### config.mk
export PLATFORM = sky130hd
export DESIGN_NAME = latch_chain_seq
export DESIGN_NICKNAME = d
export VERILOG_FILES = /design/src/rtl/latch_chain_seq_pkg.sv /design/src/rtl/latch_chain_patgen.sv /design/src/rtl/latch_chain_seq.sv
export SDC_FILE = /design/constraint.sdc
export NUM_CORES = 1
export LEC_CHECK = 0
export ABC_CLOCK_PERIOD_IN_PS = 6250
export CAP_MARGIN = 20
export CORE_ASPECT_RATIO = 0.6
export CORE_MARGIN = 2
export CORE_UTILIZATION = 45
export CTS_CLUSTER_DIAMETER = 80
export DETAILED_ROUTE_END_ITERATION = 10
export PLACE_DENSITY_LB_ADDON = 0.1
export REMOVE_ABC_BUFFERS = 1
export SYNTH_ARGS = -nofsm -noshare
export SYNTH_HDL_FRONTEND = slang
export SYNTH_SLANG_ARGS = --single-unit
### constraint.sdc
create_clock -name clk -period 6.25 [get_ports clk]
set_clock_uncertainty 0.15 [all_clocks]
set_input_delay 1.25 -clock clk [delete_from_list [all_inputs] [get_ports clk]]
set_output_delay 1.25 -clock clk [all_outputs]
set_load 0.01 [all_outputs]
### src/rtl/latch_chain_seq_pkg.sv
// Shared definitions for the latch-chain sequencer: FSM encodings, pattern modes, PRBS7 constants.
// Latency: n/a (declarations and one pure helper function only).
// Backpressure: n/a.
package latch_chain_seq_pkg;

  // Sequencer FSM encoding, kept as plain constants for compatibility with older tools
  typedef logic [2:0] state_t;
  localparam state_t ST_IDLE = 3'd0;
  localparam state_t ST_P1   = 3'd1;
  localparam state_t ST_G1   = 3'd2;
  localparam state_t ST_P2   = 3'd3;
  localparam state_t ST_G2   = 3'd4;
  localparam state_t ST_FIN  = 3'd5;

  // Test pattern select, as presented on the mode pins
  typedef enum logic [1:0] {
    MODE_ZERO = 2'b00,
    MODE_ONE  = 2'b01,
    MODE_ALT  = 2'b10,
    MODE_PRBS = 2'b11
  } mode_e;

  // PRBS7, x^7 + x^6 + 1: output is the MSB, feedback is MSB xor the bit below it
  localparam logic [6:0] PRBS_SEED   = 7'h7F;
  localparam int         PRBS_TAP_HI = 6;
  localparam int         PRBS_TAP_LO = 5;

  function automatic logic [6:0] prbs7_next(input logic [6:0] s);
    return {s[5:0], s[PRBS_TAP_HI] ^ s[PRBS_TAP_LO]};
  endfunction

endpackage

### src/rtl/latch_chain_patgen.sv
// Test pattern generator: registered bit = pattern index 0 after clear, next index after each advance.
// Latency: pat_bit reflects clear/advance one cycle later (registered output).
// Backpressure: none; advance is a single-cycle strobe. PRBS7 built only with LATCH_CHAIN_SEQ_PRBS_EN.
module latch_chain_patgen
  import latch_chain_seq_pkg::*;
(
  input  logic       clk,
  input  logic       rst_n,
  input  logic [1:0] mode,
  input  logic       clear,
  input  logic       advance,
  output logic       pat_bit
);

  logic alt_q;
  logic alt_nxt;
  logic bit_nxt;
`ifdef LATCH_CHAIN_SEQ_PRBS_EN
  logic [6:0] lfsr_q;
  logic [6:0] lfsr_nxt;
`endif

  // Next index state (clear reloads index 0) and the pattern bit it selects
  always_comb begin
    alt_nxt = alt_q;
`ifdef LATCH_CHAIN_SEQ_PRBS_EN
    lfsr_nxt = lfsr_q;
`endif
    if (clear) begin
      alt_nxt = 1'b1;
`ifdef LATCH_CHAIN_SEQ_PRBS_EN
      lfsr_nxt = PRBS_SEED;
`endif
    end else if (advance) begin
      alt_nxt = ~alt_q;
`ifdef LATCH_CHAIN_SEQ_PRBS_EN
      lfsr_nxt = prbs7_next(lfsr_q);
`endif
    end
    case (mode)
      MODE_ZERO: bit_nxt = 1'b0;
      MODE_ONE:  bit_nxt = 1'b1;
`ifdef LATCH_CHAIN_SEQ_PRBS_EN
      MODE_PRBS: bit_nxt = lfsr_nxt[PRBS_TAP_HI];
`endif
      // Alternating; also covers mode 11 when PRBS is not built
      default:   bit_nxt = alt_nxt;
    endcase
  end

  // Hold generator state between strobes so the bit stays flat for a whole step
  always_ff @(posedge clk or negedge rst_n) begin
    if (!rst_n) begin
      alt_q   <= 1'b0;
      pat_bit <= 1'b0;
`ifdef LATCH_CHAIN_SEQ_PRBS_EN
      lfsr_q  <= PRBS_SEED;
`endif
    end else if (clear || advance) begin
      alt_q   <= alt_nxt;
      pat_bit <= bit_nxt;
`ifdef LATCH_CHAIN_SEQ_PRBS_EN
      lfsr_q  <= lfsr_nxt;
`endif
    end
  end

endmodule

### src/rtl/latch_chain_seq.sv
// Two-phase sequencer and self-test for a latch shift chain; optional PRBS7 mode via LATCH_CHAIN_SEQ_PRBS_EN.
// Latency: P1 one cycle after start; done at 1+(SR_LEN-1)(2+2*GAP) cycles after start.
// Backpressure: none; start is ignored while busy (no queueing), all outputs registered.
module latch_chain_seq
  import latch_chain_seq_pkg::*;
#(
  parameter int SR_LEN = 128,
  parameter int GAP    = 1,
  parameter int ERR_W  = 8
) (
  input  logic             clk,
  input  logic             rst_n,
  input  logic             start,
  input  logic [1:0]       mode,
  input  logic             sr_out,
  output logic             ph1,
  output logic             ph2,
  output logic             sr_in,
  output logic             busy,
  output logic             done,
  output logic             pass,
  output logic [ERR_W-1:0] err_cnt
);

  localparam int DEPTH = SR_LEN / 2;
  localparam int KW    = $clog2(SR_LEN);
  localparam int GW    = (GAP > 1) ? $clog2(GAP) : 1;

  localparam logic [KW-1:0]    K_LAST   = KW'(SR_LEN - 2);
  localparam logic [KW-1:0]    K_CHK    = KW'(DEPTH - 1);
  localparam logic [GW-1:0]    GAP_LAST = GW'(GAP - 1);
  localparam logic [ERR_W-1:0] ERR_MAX  = '1;

  state_t           state_q;
  state_t           state_nxt;
  logic [KW-1:0]    k_q;
  logic [GW-1:0]    gap_q;
  logic [1:0]       mode_q;
  logic [1:0]       mode_eff;
  logic             accept;
  logic             gap_done;
  logic             last_step;
  logic             step_end;
  logic             sample_en;
  logic             mismatch;
  logic             exp_bit;
  logic [ERR_W-1:0] err_nxt;

  assign accept    = (state_q == ST_IDLE) && start;
  assign gap_done  = (gap_q == GAP_LAST);
  assign last_step = (k_q == K_LAST);
  assign step_end  = (state_q == ST_G2) && gap_done;
  // Chain output is only meaningful once the first driven bit has crossed all DEPTH stages
  assign sample_en = step_end && (k_q >= K_CHK);
  assign mismatch  = sample_en && (sr_out != exp_bit);
  // Generators are cleared on the accept edge, so they must see the mode pins directly then
  assign mode_eff  = (state_q == ST_IDLE) ? mode : mode_q;

  // Sequencer next state: P1, gap, P2, gap per step; FIN after the last step
  always_comb begin
    state_nxt = state_q;
    case (state_q)
      ST_IDLE: if (start) state_nxt = ST_P1;
      ST_P1:   state_nxt = ST_G1;
      ST_G1:   if (gap_done) state_nxt = ST_P2;
      ST_P2:   state_nxt = ST_G2;
      ST_G2:   if (gap_done) state_nxt = last_step ? ST_FIN : ST_P1;
      ST_FIN:  state_nxt = ST_IDLE;
      default: state_nxt = ST_IDLE;
    endcase
  end

  // Error count for this run, saturating; cleared when a run is accepted
  always_comb begin
    err_nxt = err_cnt;
    if (accept) begin
      err_nxt = '0;
    end else if (mismatch && (err_cnt != ERR_MAX)) begin
      err_nxt = err_cnt + ERR_W'(1);
    end
  end

  // FSM state, step index and latched mode
  always_ff @(posedge clk or negedge rst_n) begin
    if (!rst_n) begin
      state_q <= ST_IDLE;
      k_q     <= '0;
      mode_q  <= 2'b00;
    end else begin
      state_q <= state_nxt;
      if (accept) begin
        k_q    <= '0;
        mode_q <= mode;
      end else if (step_end && !last_step) begin
        k_q <= k_q + KW'(1);
      end
    end
  end

  // Dead-time counter, running only inside G1/G2
  always_ff @(posedge clk or negedge rst_n) begin
    if (!rst_n) begin
      gap_q <= '0;
    end else if (((state_q == ST_G1) || (state_q == ST_G2)) && !gap_done) begin
      gap_q <= gap_q + GW'(1);
    end else begin
      gap_q <= '0;
    end
  end

  // Outputs registered from the next state so phases never glitch and nothing is combinational from pins
  always_ff @(posedge clk or negedge rst_n) begin
    if (!rst_n) begin
      ph1     <= 1'b0;
      ph2     <= 1'b0;
      busy    <= 1'b0;
      done    <= 1'b0;
      pass    <= 1'b0;
      err_cnt <= '0;
    end else begin
      ph1     <= (state_nxt == ST_P1);
      ph2     <= (state_nxt == ST_P2);
      busy    <= (state_nxt == ST_P1) || (state_nxt == ST_G1) ||
                 (state_nxt == ST_P2) || (state_nxt == ST_G2);
      done    <= (state_nxt == ST_FIN);
      err_cnt <= err_nxt;
      // The final compare lands on the FIN-entry edge, so judge on the updated count
      if (accept) begin
        pass <= 1'b0;
      end else if (state_nxt == ST_FIN) begin
        pass <= (err_nxt == '0);
      end
    end
  end

  // Drive generator: index 0 on accept, next bit as each new step's P1 is entered
  latch_chain_patgen u_drv (
    .clk     (clk),
    .rst_n   (rst_n),
    .mode    (mode_eff),
    .clear   (accept),
    .advance (step_end && !last_step),
    .pat_bit (sr_in)
  );

  // Expected generator: same pattern, stepping once per compare
  latch_chain_patgen u_exp (
    .clk     (clk),
    .rst_n   (rst_n),
    .mode    (mode_eff),
    .clear   (accept),
    .advance (sample_en),
    .pat_bit (exp_bit)
  );

endmodule

After elaboration in Yosys (flattened, before gate mapping)
Cells that the tools add are included.

storage, ports and cells
  bits in registers = 30
  input bits = 6
  output and inout bits = 14
  word-level logic and storage cells = 72

cells by class
  $add $sub $neg = 3
  $lt $le $gt $ge = 1
  equal/unequal tests = 13
  mux-type cells = 19
  bitwise operators = 3
  reductions and logical operators = 19

operators with widths
  kind                                                                                 count
  8-bit 2-to-1 mux                                                                     2
  3-bit case mux with 5 select lines                                                   1
  7-bit 2-to-1 mux                                                                     2
  3-bit by 2-bit equality test with 1-bit output, second input constant                4
  3-bit 2-to-1 mux                                                                     4
  3-bit equality test, second input constant                                           3
  8-bit by 1-bit adder with 8-bit output, second input constant                        1
  8-bit zero test                                                                      1
  8-bit inequality test, second input constant                                         1
  7-bit by 1-bit adder with 7-bit output, second input constant                        1
  7-bit equality test, second input constant                                           1
  7-bit by 6-bit greater-or-equal comparator with 1-bit output, second input constant  1
  1-bit logical AND                                                                    7
  1-bit 2-to-1 mux                                                                     7
  3-bit by 1-bit equality test with 1-bit output, second input constant                2
  1-bit logical OR                                                                     6
  1-bit case mux with 2 select lines                                                   2
  2-bit nonzero test                                                                   2
  3-bit zero test                                                                      1
  1-bit inverter                                                                       3
  2-bit by 1-bit equality test with 1-bit output, second input constant                1
  2-bit zero test                                                                      1
  2-bit 2-to-1 mux                                                                     1
  1-bit adder, second input constant                                                   1
  other kinds (2)                                                                      2

Longest topological paths before layout
Gate-level depths: netlist of the first run.

  word-level depth = 10
  depth in mapped cells = 8
  mapped depth without buffers = 8

By module
From an unflattened synthesis of the first run, not the netlist that was laid out.

unflattened totals
  cell total of the unflattened synthesis = 150
  area, all modules = 1526.5 um^2

by module, submodules not included
  module              instances  cells each  area each (um^2)  seq. area each (um^2)
  latch_chain_seq     1          130         1338.8            650.6
  latch_chain_patgen  2          10          93.8              50.0

Least setup slack after synthesis of the first run
OpenSTA, ideal clock, no wires.

  kind = in2reg
  start = input sr_out
  end = register pass
  library setup time = 92 ps
  data arrival time = 2478 ps
  required time = 6008 ps
  slack = 3530 ps
  stages = 6
  buffers on the path = 0
  cell sequence = xor2_1 -> o2111ai_4 -> nor3_4 -> mux2i_1 -> a21oi_2 -> o31ai_2

on the way
  word-level cells in the longest chain between the ends = 8

RTL lines
  what                   RTL line                RTL
  start, declared        latch_chain_seq.sv:15   input logic sr_out,
  1-bit inequality test  latch_chain_seq.sv:55   assign mismatch = sample_en && (sr_out != exp_bit);
  1-bit logical AND      latch_chain_seq.sv:55
  1-bit logical AND      latch_chain_seq.sv:78   end else if (mismatch && (err_cnt != ERR_MAX)) begin
  8-bit 2-to-1 mux       latch_chain_seq.sv:78
  8-bit 2-to-1 mux       latch_chain_seq.sv:76   if (accept) begin
  8-bit zero test        latch_chain_seq.sv:131  pass <= (err_nxt == '0);
  1-bit 2-to-1 mux       latch_chain_seq.sv:130  end else if (state_nxt == ST_FIN) begin
  1-bit 2-to-1 mux       latch_chain_seq.sv:128  if (accept) begin
  end signal, assigned   latch_chain_seq.sv:131
  end, declared          latch_chain_seq.sv:21   output logic pass,

No other way between the ends. The select of a mux whose other input is x is not followed.
A chain may end at the register's enable or synchronous reset.

Worst setup path in the final report of the first run
Ends and elaborated chain as after synthesis.

==> results of run 1 <==
## layout make-up
type	count	area, µm²	area share, %
tap	45	56.3	2.90
multi-input combinational	121	836	43.1
timing repair buffer	21	205	10.6
sequential	30	751	38.7
clock buffer	7	76.3	3.94
inverter	4	15.0	0.774
## how the worst max path moves through the flow
stage,startpoint,slack [ns],cells past startpoint,to
global placement,sr_out,2.97,7,pass
global route,sr_out,3.01,7,pass
finish,sr_out,3.18,7,pass
floorplan,sr_out,3.52,6,pass
detailed placement,sr_out,2.89,7,pass
CTS,sr_out,3.17,7,pass
## stage by stage
stage	power (µW)	std cells	worst slack (ns)	area, µm²	hold slack [ns]
6_report	623	228	3.18	1940	0.351
5_1_grt	668	228	3.01	1940	0.373
4_1_cts	631	228	3.17	1940	0.350
3_5_place_dp	486	221	2.89	1860	0.335
3_3_place_gp	478	221	2.97	1860	0.306
2_1_floorplan	414	155	3.52	1600	0.295
## flip-flops by register name (all words and copies together) (netlist names), 2 cells and up
| name | cells |
|---|---|
| mode_q | 2 |
| state_q | 3 |
| err_cnt | 8 |
| k_q | 7 |
## metal layers
metal	vias up	wire, µm	track usage (%)
met5	-	0	0
met4	0	20	4.17
met3	4	144	5.94
met2	19	1430	26.6
met1	598	1690	27.3
li1	597	-	-
## cell usage after synthesis, types with 2 or more instances
cell,number
a211oi_1,2
a21oi_1,2
and3_1,3
buf_2,3
clkbuf_1,2
dfrtp_1,30
ha_1,3
inv_1,4
mux2i_1,6
nand2_1,18
nand2b_1,3
nand3_1,7
nand3b_1,2
nand4_1,2
nor2_1,25
nor3_1,2
o21ai_0,3
or2_2,2
xnor2_1,9
xor2_1,7
## cells by family (layout without fill, tap and decap cells)
logic type / Yosys count / after routing
and+or+nand+nor: 73 / 73
AOI/OAI and AO/OA: 21 / 21
xor gates and xnor gates: 16 / 16
DFF: 30 / 30
muxes: 7 / 7
buffers and inverters: 11 / 32
adders and majority gates: 3 / 3
other: 1 / 1
## power by group
| part | internal (µW) | switching [µW] | total [µW] |
|---|---|---|---|
| combinational | 92.6 | 112 | 205 |
| clock | 76.4 | 66.3 | 143 |
| sequential | 231 | 44.1 | 276 |
## worst max-delay path: stages
cell and delay [ns]:
clkdlybuf4s50_1 0.48, xor2_1 0.24, o2111ai_4 0.25, nor2_1 0.31
mux2i_1 0.28, nand3_1 0.13, o31ai_2 0.18
==> qor.csv, run 1 <==
stage,metric,value,unit
grt,global_route.overflow_total,0,
clock_tree,worst_setup_hold_path_clk_slew,0.06,ns
min_path,hold_class,flop to flop,
yosys,fraction_of_synthesized_area_in_multiplexers,4.34,%
clock_tree,cts.path.max_buffers,2,
yosys,synth-main-ff-cell,dfrtp_1,
drt,routed_via_density,5.34,
clock_tree,numCtsBuffers,5,
drt,drtPass1Iterations,4,
finish,post-route-util,57.7,%
power_and_ir_drop,power.ir.vdd_worst,0.239,mV
yosys,synth-compound-area-share,11.1,%
yosys,synth_enable_flop_cells,0,
timing,layout_worst_path_cycle_share,49.1,%
placed_design,numPortBuffers,19,
yosys,yosys_register_bits,30,
die,coreArea,3360,µm²
yosys,synth_area_leader_cell,dfrtp_1,
finish,area_growth_syn_to_layout,18.1,%
timing,report.final.setup_viol,0,
grt,number_of_antenna_violations_at_the_first_check_in_global_routing,0,
clock_tree,cts.repair_timing.setup_buffer_count,0,
critical_path,worstPathMaxFanout,9,
critical_path,critical_path_arrival,3.11,ns
placed_design,gp_congestion,0.791,
timing,rsz0062_at_grt,no,
finish,final.fill_count,300,
finish,finish.net_count,192,
die,area_of_the_die,4170,µm²
yosys,synth_simple_gate_area_share,24.4,%
critical_path,critical_path.endpoint_type,flop,
run_status,status,"complete, no violations",
clock_tree,tritoncts,done,
timing,layout_min_cycle_time,3.07,ns
yosys,synth.lib_cells_used.distinct,47,
finish,layout_commonest_cell,dfrtp_1,
placed_design,dpl.hpwl,2440,µm
die,io_pins,20,
die,effective_utilization_at_floorplan,48.8,%
clock_tree,htreeDepth,2,
clock_tree,ctsRootBufferMaster,clkbuf_8,
grt,grt_util_all_layers,18.6,%
critical_path,r2r_end,pass,
drt,drt_iter0_markers,82,
power_and_ir_drop,power_density_over_the_cells,321,nW/µm²
power_and_ir_drop,p_leak,0.000837,µW
grt,number_of_global_route_vias_before_repair,1204,
die,dieWidth,82.0,µm
drt,route.final.wire_length,3290,µm
clock_tree,cts_sinks,30,
yosys,ys_async_sr_fraction,100,%
min_path,worst_hold_path.num_cells,2,
drt,detail-route-antenna-nets,0,
min_path,timing.hold.worst.start,mode_q[0],
yosys,synth_seq_area_share,45.7,%
timing,max_freq,326,MHz
timing,finalHoldViolCount,0,
timing,slew_violations,0,
yosys,post_synth_fa_ha_maj_area_fraction,2.28,%
yosys,yosysTopAreaCellShare,45.7,%
grt,maximum_number_of_pins_on_one_net_before_global_route_repair,31,
yosys,synth.cell_area,1640,µm²
drt,post_drt_wl_per_cell,14.4,µm
die,die_h,50.8,µm
yosys,synth_top_family_by_area,simple AND/OR/NAND/NOR gates,
drt,detail_route.drc_violations,0,
critical_path,cp.required,6.29,ns
clock_tree,post_cts_resized,0,
critical_path,r2r_cells,6,
timing,setup_tns,0,ns
grt,grt_first_pass_wirelength,5710,µm
finish,commonest_non_fill_non_tap_cells_in_the_layout,"dfrtp_1 (30), nor2_1 (25), clkdlybuf4s50_1 (19)",
finish,insertedDiodeCount,0,
die,floorplan.rows,16,
clock_tree,cts.hold.buffers_added,0,
yosys,synth_xor_xnor_area_share,8.53,%
yosys,synthesis.area_per_instance,10.1,µm²
critical_path,r2r_start,state_q[1],
drt,dr_total_vias,1218,
min_path,worst_hold_path_endpoint,mode_q[0],
yosys,synth-warning-count,0,
yosys,synth_cells,162,
yosys,synthTopCellsByArea,"dfrtp_1 (46%), nor2_1 (5.7%), xnor2_1 (4.8%), nand2_1 (4.1%), xor2_1 (3.7%)",
critical_path,crit_path_start_kind,primary input,
clock_tree,insertion_delay,0.27,ns
flow_run,drv.max_cap_violation_count,0,
critical_path,crit_type,primary input to flop,
critical_path,timing.reg2reg.setup_slack,3.91,ns
finish,final_layout_size_suffix_gt1_share,10.9,%
No activity file was read; power rests on OpenSTA's default activity.
==> inputs of run 2 (changes only) <==
--- a/config.mk
+++ b/config.mk
@@ -5,7 +5,7 @@
 export SDC_FILE = /design/constraint.sdc
 export NUM_CORES = 1
 export LEC_CHECK = 0
-export ABC_CLOCK_PERIOD_IN_PS = 6250
+export ABC_CLOCK_PERIOD_IN_PS = 3060
 export CAP_MARGIN = 20
 export CORE_ASPECT_RATIO = 0.6
 export CORE_MARGIN = 2
==> constraint.sdc (replaced) <==
create_clock -name clk -period 3.06 [get_ports clk]
set_clock_uncertainty 0.15 [all_clocks]
set_input_delay 0.612 -clock clk [delete_from_list [all_inputs] [get_ports clk]]
set_output_delay 0.612 -clock clk [all_outputs]
set_load 0.01 [all_outputs]
==> qor.csv, run 2 (same netlist as run 1, synthesis figures left out) <==
stage,metric,value,unit,change
timing,max_freq,409,MHz,
flow_run,drv.max_cap_violation_count,0,,unchanged
timing,finalHoldViolCount,0,,unchanged
drt,wirelength_met1,1700,µm,+0.53%
die,io_pins,20,,unchanged
grt,number_of_global_route_vias_before_repair,1113,,-7.6%
critical_path,critical_path_buf_inv_count,1,,unchanged
critical_path,critical_path.endpoint_type,flop,,
finish,commonest_non_fill_non_tap_cells_in_the_layout,"dfrtp_1 (30), nor2_1 (25), clkdlybuf4s50_1 (19)",,
drt,detail_route.drc_violations,0,,unchanged
drt,dr_total_vias,1193,,-2.1%
grt,number_of_antenna_violations_at_the_first_check_in_global_routing,0,,unchanged
die,dieWidth,82.0,µm,unchanged
timing,rsz0062_at_grt,no,,
drt,post_drt_wl_per_cell,13.6,µm,-5.5%
clock_tree,insertion_delay,0.27,ns,about the same
critical_path,crit_path_start_kind,primary input,,
drt,detailroute.wirelength.met3,122,µm,-15%
power_and_ir_drop,power.ir.vdd_worst,0.402,mV,+68%
finish,biggestRegsByFlops,"err_cnt (8), k_q (7), state_q (3)",,
power_and_ir_drop,power_density_over_the_cells,685,nW/µm²,+110%
timing,report.final.setup_viol,0,,unchanged
drt,detailroute.wirelength.met2,1300,µm,-9.4%
finish,final_layout_size_suffix_gt1_share,13.0,%,+2.0 points
timing,slew_violations,0,,unchanged
drt,routed_via_density,5.19,,-2.9%
critical_path,worst_path_largest_cell_delay,0.48,ns,about the same
drt,route.top_layer_used,met4,,
finish,layout_commonest_cell,dfrtp_1,,
finish,sequential_cell_area,751,µm²,unchanged
finish,final.fill_count,284,,-5.3%
placed_design,numPortBuffers,19,,unchanged
clock_tree,ctsRootBufferMaster,clkbuf_8,,
finish,instances_no_fill,230,,+0.88%
critical_path,r2r_start,state_q[1],,
clock_tree,worst_setup_hold_path_clk_slew,0.06,ns,about the same
finish,area_growth_syn_to_layout,20.6,%,
min_path,hold_class,flop to flop,,
grt,maximum_number_of_pins_on_one_net_before_global_route_repair,31,,unchanged
clock_tree,post_cts_resized,0,,unchanged
finish,top_register,err_cnt,,
critical_path,path_delay_family,compound AO/OA/AOI/OAI gates,,
die,floorplan.rows,16,,unchanged
clock_tree,numCtsBuffers,5,,unchanged
drt,route.final.wire_length,3130,µm,-4.7%
grt,global_route.overflow_total,0,,unchanged
clock_tree,cts.hold.buffers_added,0,,unchanged
power_and_ir_drop,p_leak,0.000861,µW,+2.9%
timing,layout_worst_path_cycle_share,79.9,%,
clock_tree,cts.path.max_buffers,2,,unchanged
die,die_h,50.8,µm,unchanged
drt,detail-route-antenna-nets,0,,unchanged
critical_path,critical_path_arrival,2.48,ns,-0.63 ns
min_path,timing.hold.worst.start,mode_q[1],,
timing,timing_worst_slew_pin_value,0.643,ns,
finish,insertedDiodeCount,0,,unchanged
timing,layout_min_cycle_time,2.45,ns,
clock_tree,htreeDepth,2,,unchanged
clock_tree,cts.repair_timing.setup_buffer_count,0,,unchanged
die,area_of_the_die,4170,µm²,unchanged
placed_design,placedCellCount,222,,+0.45%
run_status,status,"complete, no violations",,
clock_tree,cts_sinks,30,,unchanged
clock_tree,tritoncts,done,,
critical_path,critical_path_start,sr_out,,
placed_design,gp_congestion,0.824,,+4.2%
grt,grt_util_all_layers,17.9,%,-0.74 points
critical_path,timing.critical_path.cells,clkdlybuf4s50_1 > xor2_1 > o2111ai_4 > nor3_4 > mux2i_1 > a21oi_2 > o31ai_2,,
die,coreArea,3360,µm²,unchanged
die,effective_utilization_at_floorplan,48.8,%,unchanged
finish,largest_reg_flops,8,,unchanged
critical_path,critical-path-slowest-cell,clkdlybuf4s50_1,,
critical_path,crit_type,primary input to flop,,
placed_design,dpl.hpwl,2370,µm,-3.0%
finish,multi_input_area,836,µm²,unchanged
drt,drt_iter0_markers,73,,-11%
timing,worst_case_headroom_to_the_max_slew_limit,56.9,%,
critical_path,cp.required,3.09,ns,-3.20 ns
drt,drtPass1Iterations,4,,unchanged
critical_path,worstPathMaxFanout,9,,unchanged
timing,setup_tns,0,ns,unchanged
grt,grt_first_pass_wirelength,5530,µm,-3.2%
finish,finish.net_count,193,,+0.52%
run 2: cell count changes in the layout (fill, tap and decap cells not counted):
cell,before,now
buf_4,2,3
clkbuf_1,2,0
clkbuf_8,5,8
run 2: worst min-delay path, cell delays in order (launching register included):
cell     delay [ns]
dfrtp_1        0.34
nand2_1        0.05
nand2_1        0.05
run 2: layout make-up:
| class | instances | area share (%) |
|---|---|---|
| multi-input combinational | 121 | 42.2 |
| sequential | 30 | 37.9 |
| tap | 45 | 2.84 |
| inverter | 4 | 0.758 |
| clock buffer | 8 | 5.56 |
| timing repair buffer | 22 | 10.7 |
run 2: metrics by stage:
stage	utilization (%)	cell area [µm²]	setup slack, ns	power, µW	hold slack [ns]
5_1_grt	58.9	1980	0.479	1460	0.365
3_5_place_dp	55.6	1870	0.318	998	0.312
3_3_place_gp	55.6	1870	0.388	982	0.306
6_report	58.9	1980	0.614	1360	0.326
2_1_floorplan	-	1600	0.903	846	0.166
4_1_cts	58.9	1980	0.606	1370	0.328
run 2: final timing paths:
| check | depth (start not counted) | end | slack [ns] |
|---|---|---|---|
| max | 7 | pass | 0.61 |
| min | 2 | mode_q[1] | 0.33 |
| max reg2reg | 6 | pass | 0.66 |
| min reg2reg | 2 | mode_q[1] | 0.33 |
| max in group asynchronous | 2 | err_cnt[1] | 1.91 |
| min in group asynchronous | 2 | busy | 0.57 |
run 2: per-layer routing:
layer / GRT usage, % / up-vias
met3: 6.47 / 2
met1: 28.5 / 574
met5: 0 / -
met2: 22.8 / 20
li1: - / 597
met4: 2.78 / 0
run 2: power by group:
group          total, µW  switching (µW)  internal (µW)
Clock                371             144            227
Sequential           561            88.8            472
Combinational        425             230            195
==> inputs of run 3 (changes only) <==
--- a/config.mk
+++ b/config.mk
@@ -5,7 +5,7 @@
 export SDC_FILE = /design/constraint.sdc
 export NUM_CORES = 1
 export LEC_CHECK = 0
-export ABC_CLOCK_PERIOD_IN_PS = 3060
+export ABC_CLOCK_PERIOD_IN_PS = 2500
 export CAP_MARGIN = 20
 export CORE_ASPECT_RATIO = 0.6
 export CORE_MARGIN = 2
==> constraint.sdc (replaced) <==
create_clock -name clk -period 2.5 [get_ports clk]
set_clock_uncertainty 0.15 [all_clocks]
set_input_delay 0.5 -clock clk [delete_from_list [all_inputs] [get_ports clk]]
set_output_delay 0.5 -clock clk [all_outputs]
set_load 0.01 [all_outputs]
==> qor.csv, run 3 (same netlist as run 1, synthesis figures left out) <==
stage,metric,value,unit,change
run_status,status,"complete, no violations",,
timing,rsz0062_at_grt,no,,
grt,number_of_global_route_vias_before_repair,1264,,+14%
die,io_pins,20,,unchanged
drt,route.final.wire_length,3380,µm,+7.8%
clock_tree,cts.repair_timing.setup_buffer_count,0,,unchanged
finish,top_register,err_cnt,,
critical_path,r2r_end,pass,,
timing,layout_worst_path_cycle_share,91.4,%,
clock_tree,cts_sinks,30,,unchanged
min_path,worst_hold_path_endpoint,mode_q[1],,
finish,layout_commonest_cell,dfrtp_1,,
placed_design,dpl.hpwl,2540,µm,+7.2%
clock_tree,tritoncts,done,,
min_path,timing.hold.worst.start,mode_q[1],,
timing,setup_slack,0.216,ns,-0.398 ns
clock_tree,cts.hold.buffers_added,0,,unchanged
timing,fin_hold_ws,0.323,ns,-0.00277 ns
grt,grt_first_pass_wirelength,6010,µm,+8.6%
grt,number_of_antenna_violations_at_the_first_check_in_global_routing,0,,unchanged
clock_tree,cts.path.max_buffers,2,,unchanged
die,effective_utilization_at_floorplan,48.8,%,unchanged
placed_design,place_worst_setup_slack,-0.0327,ns,-0.350 ns
finish,finish.net_count,200,,+3.6%
clock_tree,numCtsBuffers,5,,unchanged
power_and_ir_drop,power_density_over_the_cells,816,nW/µm²,+19%
timing,max_freq,438,MHz,
power_and_ir_drop,report.power.total,1650,µW,+22%
finish,final_layout_size_suffix_gt1_share,15.6,%,+2.7 points
drt,route.top_layer_used,met4,,
min_path,hold_class,flop to flop,,
grt,grt_util_all_layers,19.5,%,+1.7 points
finish,final_design_area_no_fill,2030,µm²,+2.3%
placed_design,numPortBuffers,19,,unchanged
drt,detail-route-antenna-nets,0,,unchanged
flow_run,drv.max_cap_violation_count,0,,unchanged
drt,post_drt_wl_per_cell,14.3,µm,+4.6%
critical_path,cp.required,2.54,ns,-0.55 ns
finish,largest_reg_flops,8,,unchanged
drt,detailroute.wirelength.met3,176,µm,+44%
placed_design,gp_congestion,0.829,,+0.69%
grt,global_route.overflow_total,0,,unchanged
critical_path,worstPathMaxFanout,5,,-4
drt,detail_route.drc_violations,0,,unchanged
power_and_ir_drop,p_leak,0.000890,µW,+3.4%
drt,detailroute.wirelength.met2,1490,µm,+15%
die,area_of_the_die,4170,µm²,unchanged
drt,routed_via_density,5.23,,+0.87%
grt,maximum_number_of_pins_on_one_net_before_global_route_repair,31,,unchanged
timing,slew_violations,0,,unchanged
placed_design,postPlaceCellArea,1940,µm²,+3.5%
critical_path,r2r_start,err_cnt[1],,
clock_tree,htreeDepth,2,,unchanged
timing,report.final.setup_viol,0,,unchanged
die,die_h,50.8,µm,unchanged
timing,layout_min_cycle_time,2.28,ns,
die,floorplan.rows,16,,unchanged
power_and_ir_drop,power.ir.vdd_worst,0.554,mV,+38%
die,coreArea,3360,µm²,unchanged
die,dieWidth,82.0,µm,unchanged
clock_tree,ctsRootBufferMaster,clkbuf_8,,
finish,biggestRegsByFlops,"err_cnt (8), k_q (7), state_q (3)",,
critical_path,r2r_cells,7,,+1
drt,dr_total_vias,1240,,+3.9%
finish,commonest_non_fill_non_tap_cells_in_the_layout,"dfrtp_1 (30), nor2_1 (25), clkdlybuf4s50_1 (19)",,
clock_tree,insertion_delay,0.28,ns,about the same
critical_path,timing.reg2reg.setup_slack,0.22,ns,-0.44 ns
drt,drt_iter0_markers,46,,-37%
critical_path,critical_path_start,err_cnt[1],,
critical_path,critical_path.endpoint_type,flop,,
finish,insertedDiodeCount,0,,unchanged
critical_path,critical_path_arrival,2.32,ns,-0.16 ns
finish,area_growth_syn_to_layout,23.4,%,
clock_tree,post_cts_resized,0,,unchanged
drt,wirelength_met1,1700,µm,-0.24%
critical_path,crit_type,flop to flop,,
finish,post-route-util,60.3,%,+1.4 points
drt,drtPass1Iterations,4,,unchanged
clock_tree,worst_setup_hold_path_clk_slew,0.07,ns,about the same
critical_path,crit_path_start_kind,flop,,
timing,finalHoldViolCount,0,,unchanged
min_path,worst_hold_path.num_cells,2,,unchanged
## run 3: layer usage
layer	vias up	global-route usage [%]
met1	600	28.0
met4	0	4.17
met3	2	5.94
met2	23	29.1
li1	615	-
met5	-	0
## run 3: worst max path at each step
| stage | end | depth (start not counted) |
|---|---|---|
| after floorplan | pass | 6 |
| after global placement | pass | 7 |
| after detailed placement | pass | 7 |
| after CTS | k_q[5] | 8 |
| after global routing | pass | 7 |
| final | pass | 7 |
## run 3: where the power goes
| part | internal (µW) | leakage (µW) | switching, µW | total (µW) |
|---|---|---|---|---|
| clock | 222 | 0.0000482 | 171 | 393 |
| sequential | 579 | 0.000392 | 73.1 | 652 |
| combinational | 278 | 0.000449 | 330 | 608 |
| total | 1080 | 0.000890 | 575 | 1650 |
## run 3: stage by stage
stage / std cells / TNS, ns
2_1_floorplan: 155 / 0
3_3_place_gp: 229 / 0
3_5_place_dp: 229 / -0.0327
4_1_cts: 237 / 0
5_1_grt: 237 / 0
6_report: 237 / 0
## run 3: area by class of cell
type,instances,area [µm²]
clock buffers,7,86.3
clock inverters,1,5.00
fillers,296,1340
inverters,4,15.0
multi-input cells,121,836
flip-flops and latches,30,751
well taps,45,56.3
repair buffers,29,278
## run 3: critical path: stages (launching register included)
cell and delay [ns]:
dfrtp_1 0.40, ha_1 0.30, nand4_1 0.22, o2111ai_1 0.48, a21oi_1 0.13, a211oi_1 0.23
a31oi_1 0.08, o31ai_2 0.22
